===== config.mk =====
export PLATFORM = sky130hd
export DESIGN_NAME = square_wave_calc
export DESIGN_NICKNAME = d
export VERILOG_FILES = /design/src/rtl/square_wave_calc_pkg.sv /design/src/rtl/square_wave_calc_seq_divider.sv /design/src/rtl/square_wave_calc.sv
export SDC_FILE = /design/constraint.sdc
export NUM_CORES = 1
export LEC_CHECK = 0
export BUFFER_PORTS_ARGS = -buffer_cell sky130_fd_sc_hd__buf_2
export CAP_MARGIN = 15
export CORE_MARGIN = 1.5
export CORE_UTILIZATION = 50
export CTS_CLUSTER_SIZE = 16
export DETAILED_ROUTE_END_ITERATION = 16
export PLACE_DENSITY_LB_ADDON = 0.08
export RECOVER_POWER = 100
export SETUP_SLACK_MARGIN = 0.4
export SYNTH_ARGS = -nofsm -noshare
export SYNTH_HDL_FRONTEND = slang
export SYNTH_SLANG_ARGS = --single-unit

===== constraint.sdc =====
create_clock -name sys_clk -period 7.75 [get_ports sys_clk]
set_input_delay 0.775 -clock sys_clk [delete_from_list [all_inputs] [get_ports sys_clk]]
set_output_delay 0.775 -clock sys_clk [all_outputs]
set_load 0.05 [all_outputs]

===== src/rtl/square_wave_calc_pkg.sv =====
// square_wave_calc_pkg: shared defaults and FSM state encoding for the frequency/duty calculator
package square_wave_calc_pkg;
  localparam int unsigned PLL_FREQ_DEF   = 200_000_000;
  localparam int unsigned DIV_W_DEF      = 48;
  localparam int unsigned DUTY_SCALE_DEF = 1000;
  typedef enum logic [2:0] {
    ST_IDLE  = 3'd0,
    ST_LOAD  = 3'd1,
    ST_DIV_F = 3'd2,
    ST_DIV_D = 3'd3,
    ST_DONE  = 3'd4
  } state_t;
endpackage


===== src/rtl/square_wave_calc_seq_divider.sv =====
// seq_divider: restoring MSB-first divider, start loads and runs the first quotient bit, done pulses DIV_W cycles after start
module seq_divider #(
  parameter int unsigned DIV_W = 48
) (
  input  logic             sys_clk,
  input  logic             sys_rst_n,
  input  logic             start,
  input  logic [DIV_W-1:0] dividend,
  input  logic [DIV_W-1:0] divisor,
  output logic             busy,
  output logic             done,
  output logic [DIV_W-1:0] quotient
);
  localparam int CW = $clog2(DIV_W + 1);
  logic [DIV_W-1:0] rem, dvs, rem_src, quo_src, dvs_src, rem_nxt;
  logic [DIV_W:0]   trial;
  logic             ge;
  logic [CW-1:0]    cnt;
  always_comb begin
    rem_src = start ? '0 : rem;
    quo_src = start ? dividend : quotient;
    dvs_src = start ? divisor : dvs;
    trial   = {rem_src, quo_src[DIV_W-1]};
    ge      = trial >= {1'b0, dvs_src};
    rem_nxt = ge ? DIV_W'(trial - {1'b0, dvs_src}) : trial[DIV_W-1:0];
  end
  always_ff @(posedge sys_clk) begin
    if (!sys_rst_n) begin
      busy     <= 1'b0;
      done     <= 1'b0;
      cnt      <= '0;
      rem      <= '0;
      dvs      <= '0;
      quotient <= '0;
    end else begin
      done <= 1'b0;
      if (start || busy) begin
        rem      <= rem_nxt;
        quotient <= {quo_src[DIV_W-2:0], ge};
      end
      if (start) begin
        dvs  <= divisor;
        cnt  <= CW'(DIV_W - 1);
        busy <= 1'b1;
      end else if (busy) begin
        cnt <= cnt - 1'b1;
        if (cnt == CW'(1)) begin
          busy <= 1'b0;
          done <= 1'b1;
        end
      end
    end
  end
endmodule


===== src/rtl/square_wave_calc.sv =====
// square_wave_calc: turns one measurement (cycles, period ticks, high ticks) into freq_hz/duty_pm with flags via one shared divider
module square_wave_calc
  import square_wave_calc_pkg::*;
#(
  parameter int unsigned PLL_FREQ   = PLL_FREQ_DEF,
  parameter int unsigned DIV_W      = DIV_W_DEF,
  parameter int unsigned DUTY_SCALE = DUTY_SCALE_DEF
) (
  input  logic        sys_clk,
  input  logic        sys_rst_n,
  input  logic        meas_valid,
  input  logic [15:0] meas_cycles,
  input  logic [31:0] meas_period,
  input  logic [31:0] meas_high,
  output logic        busy,
  output logic        result_valid,
  output logic [31:0] freq_hz,
  output logic [9:0]  duty_pm,
  output logic        err_div0,
  output logic        sat,
  output logic        overrun
);
  state_t           state;
  logic [15:0]      cyc_q;
  logic [31:0]      per_q, hi_q, freq_pend;
  logic             sat_pend;
  logic [DIV_W-1:0] prod_f, prod_d, div_dividend, div_quo;
  logic             div_start, div_busy, div_done;
  always_comb begin
    prod_f       = DIV_W'(PLL_FREQ) * DIV_W'(cyc_q);
    prod_d       = DIV_W'(hi_q) * DIV_W'(DUTY_SCALE);
    div_dividend = state == ST_LOAD ? prod_f : prod_d;
    div_start    = (state == ST_LOAD && per_q != '0) || (state == ST_DIV_F && div_done && !div_busy);
  end
  seq_divider #(.DIV_W(DIV_W)) u_div (
    .sys_clk   (sys_clk),
    .sys_rst_n (sys_rst_n),
    .start     (div_start),
    .dividend  (div_dividend),
    .divisor   (DIV_W'(per_q)),
    .busy      (div_busy),
    .done      (div_done),
    .quotient  (div_quo)
  );
  always_ff @(posedge sys_clk) begin
    if (!sys_rst_n) begin
      state        <= ST_IDLE;
      busy         <= 1'b0;
      result_valid <= 1'b0;
      overrun      <= 1'b0;
      err_div0     <= 1'b0;
      sat          <= 1'b0;
      freq_hz      <= '0;
      duty_pm      <= '0;
      cyc_q        <= '0;
      per_q        <= '0;
      hi_q         <= '0;
      freq_pend    <= '0;
      sat_pend     <= 1'b0;
    end else begin
      result_valid <= 1'b0;
      overrun      <= meas_valid && state != ST_IDLE;
      case (state)
        ST_IDLE: if (meas_valid) begin
          cyc_q <= meas_cycles;
          per_q <= meas_period;
          hi_q  <= meas_high;
          busy  <= 1'b1;
          state <= ST_LOAD;
        end
        ST_LOAD: if (per_q == '0) begin
          err_div0     <= 1'b1;
          sat          <= 1'b0;
          freq_hz      <= '0;
          duty_pm      <= '0;
          result_valid <= 1'b1;
          state        <= ST_DONE;
        end else state <= ST_DIV_F;
        ST_DIV_F: if (div_done) begin
          sat_pend  <= |div_quo[DIV_W-1:32];
          freq_pend <= |div_quo[DIV_W-1:32] ? '1 : div_quo[31:0];
          state     <= ST_DIV_D;
        end
        ST_DIV_D: if (div_done) begin
          freq_hz      <= freq_pend;
          sat          <= sat_pend;
          duty_pm      <= hi_q >= per_q ? 10'(DUTY_SCALE) : div_quo[9:0];
          err_div0     <= 1'b0;
          result_valid <= 1'b1;
          state        <= ST_DONE;
        end
        ST_DONE: begin
          busy  <= 1'b0;
          state <= ST_IDLE;
        end
        default: state <= ST_IDLE;
      endcase
    end
  end
endmodule

==> flow_summary.yaml <==
outcome:
  run_status: "finished, violations left"
  violations: "capacitance limit, slew limit"
placed_design:
  hpwl_um: 62500
  io_buffers: 129
  gp_congestion: 0.932
  place_ws_ns: 1.38
worst_setup_path:
  crit_required_ns: 8.19
  path_class: "reg2reg"
  path_cells: "nor4_1 -> nand4_1 -> o21a_1 -> clkbuf_1 -> nor2_4 -> buf_12 -> nor2_1 -> a21oi_1 -> ha_1 -> a21oi_2 -> o22ai_2 -> nor4b_4 -> o32ai_4 -> o31ai_4 -> a21oi_4 -> clkbuf_2 -> nor3b_1 -> a21oi_1 -> a21oi_1"
  critPathLaunch: "per_q[11]"
  path_buf_inv: 3
  critPathMostFrequentCell: "a21oi_1"
  cp_top_family: "simple AND/OR/NAND/NOR gates"
  end_kind: "flip-flop"
  crit_fanout: 87
  critPathMaxStageDelay_ns: 0.62
  reg2regPathDepth: 19
  r2r_slack_ns: 1.14
  critPathCapture: "u_div.rem[30]"
  r2r_start: "per_q[11]"
  cp.depth: 19
  start_kind: "flip-flop"
  r2r-end: "u_div.rem[30]"
  crit_slowest_cell: "nor2_4"
  arrival_ns: 7.05
logic_synthesis:
  syn_avg_cell_area_um2: 8.28
  synth-edff-count: 0
  synth.largest_area_cell: "dfxtp_1"
  synth_nets: 3841
  yosysWarnings: 0
  yosysUniqueCellTypes: 89
  synthFlopType: "dfxtp_1"
  yosys.cell_count.top_type: "inv_1"
  synthTopCellsByArea: "dfxtp_1 (23%), fa_1 (17%), ha_1 (13%)"
  synthCells: 3247
  synth_area_um2: 26900
  ys_seq_elements: 315
  synth_commonest_cells: "inv_1 (413), nand2_1 (381), a21oi_1 (320), dfxtp_1 (315)"
  yosys.area.top_type_share_pct: 23.4
  synth-seq-area-share_pct: 23.4
  async_flop_share_pct: 0
power:
  p_leak_nw: 13.6
  ir_worst_vdd_mv: 0.436
  power-per-cell-area_nw_per_um2: 343
timing:
  finalMaxSlewViolations: 245
  maxSlewHeadroom_pct: -96.7
  period_minus_slack_ns: 6.61
  setup_tns_ns: 0
  setup_ws_ns: 1.14
  tightest_slew_ns: 2.95
  final.setup_skew_ns: 0.0256
  rsz0062_at_grt: "false"
  hold_viol: 0
  period_share_pct: 85.3
  finalSetupViolCount: 0
  max_freq_mhz: 151
cts:
  postCtsSetupRepairBufs: 0
  path_clk_slew_ns: 0.06
  cts_resized: 0
  cts_buffer_depth: 3
  cts_buffers: 38
  cts_tree: "yes"
  clk_root_buffer_cell: "clkbuf_16"
  htreeDepth: 2
  holdBufCountCts: 0
  clock_latency_ns: 0.59
  cts.sinks: 315
layout:
  num_antenna_cells: 0
  drive_gt1_share_pct: 6.39
  utilization_pct: 55.2
  area_delta_synth_final_pct: 8.42
  nets: 3880
floorplan:
  dieHeight_um: 235
  die_w_um: 235
  core-area_um2: 52900
  start_util_pct: 50.9
  rows: 84
  boundaryPins: 130
  dieArea_um2: 55200
detailed_routing:
  wl_um: 81100
  vias: 22800
  ant_nets: 0
  drtIter0Drc: 1627
  dr.pass1.iters: 6
  vias_per_cell: 5.70
  remaining_drc_errors: 0
  wl_per_cell_um: 20.3
grt:
  grt_overflow: 0
  antenna_found_initial: 1
  grt_util_all_layers_pct: 29.4
  grt_max_degree: 97
  grt_pass1_vias: 22600
  grt_pass1_wl_um: 128000
flow_run:
  cap_violations: 5
hold_path:
  min_path_type: "in2reg"
  hold_depth: 3
==> registers in the layout, summed over array words and instances (netlist names) <==
| signal | flops |
|---|---|
| u_div.cnt | 6 |
| u_div.dvs | 48 |
| freq_hz | 32 |
| cyc_q | 16 |
| u_div.done | 1 |
| sat_pend | 1 |
| result_valid | 1 |
| u_div.quotient | 48 |
| state | 3 |
| freq_pend | 32 |
| hi_q | 32 |
| sat | 1 |
| u_div.rem | 48 |
| busy | 1 |
| u_div.busy | 1 |
| duty_pm | 10 |
| per_q | 32 |
| err_div0 | 1 |
| overrun | 1 |
==> cell type report <==
type                       count  area [um2]
sequential                   315        6310
fill                        5084       23700
timing repair buffer         153         776
inverter                     415        1560
multi-input combinational   2363       18300
clock inverter                20         243
tap                          688         861
clock buffer                  50        1080
==> worst min-delay path by stage <==
stage             startpoint            end  slack [ns]
6_report        meas_high[1]        hi_q[1]        0.42
3_3_place_gp      duty_pm[0]     duty_pm[0]        0.43
5_1_grt         meas_high[0]        hi_q[0]        0.43
2_1_floorplan  u_div.rem[43]  u_div.rem[43]        0.43
3_5_place_dp      duty_pm[2]     duty_pm[2]        0.44
4_1_cts         meas_high[0]        hi_q[0]        0.40
==> routing by layer <==
layer	GRT usage, %	up-vias	share of wire [%]
li1	-	11100	-
met1	41.3	11000	47
met2	46.9	659	45
met3	3.05	124	4.8
met4	10.7	0	3.9
met5	0	-	0
==> worst min-delay path, cell delays in order <==
cell and delay [ns]:
buf_2 0.09, nand2_1 0.04, a21oi_1 0.05
==> where the power goes <==
part | internal, W | switching, W | total (W)
logic | 0.00230 | 0.00386 | 0.00616
clock network | 0.00109 | 0.000794 | 0.00189
registers | 0.00178 | 0.000164 | 0.00194
total | 0.00518 | 0.00482 | 0.0100
==> metrics by stage <==
stage	std cells	total power, W	hold slack (ns)	cell area, um2
2_1_floorplan	3247	0.00659	0.427	26900
3_3_place_gp	3933	0.00808	0.433	28000
3_5_place_dp	3933	0.00811	0.441	28000
4_1_cts	4003	0.0101	0.395	29300
5_1_grt	4004	0.0108	0.432	29200
6_report	4004	0.0100	0.423	29200
==> cell families (layout without fill, tap and decap cells) <==
| kind of cell | after synthesis | after routing | share of synthesized area, % |
|---|---|---|---|
| mux | 24 | 24 | 0.916 |
| fa+ha+maj | 511 | 511 | 30.1 |
| flops | 315 | 315 | 23.4 |
| xor+xnor | 87 | 87 | 2.83 |
| buf+inv | 569 | 638 | 8.20 |
| simple gates | 952 | 952 | 15.7 |
| compound gates | 789 | 789 | 18.8 |
==> cell usage in the layout, fill, tap and decap left out, types with 10 or more instances in the layout <==
cell type	instances
a211oi_1	32
a21o_1	77
a21oi_1	320
a221oi_1	10
a222oi_1	10
a22oi_1	16
a31oi_1	17
and3_1	55
buf_2	81
buf_4	16
clkbuf_1	56
clkbuf_16	39
dfxtp_1	314
fa_1	227
ha_1	284
inv_1	412
mux2i_1	19
nand2_1	380
nand2b_1	12
nand3_1	66
nand4_1	36
nor2_1	285
nor3_1	39
nor4_1	22
o211ai_1	14
o21a_1	20
o21ai_0	136
o21bai_1	17
o31ai_1	14
or3_1	13
xnor2_1	49
xor2_1	38
No activity file was read; power rests on OpenSTA's default activity.
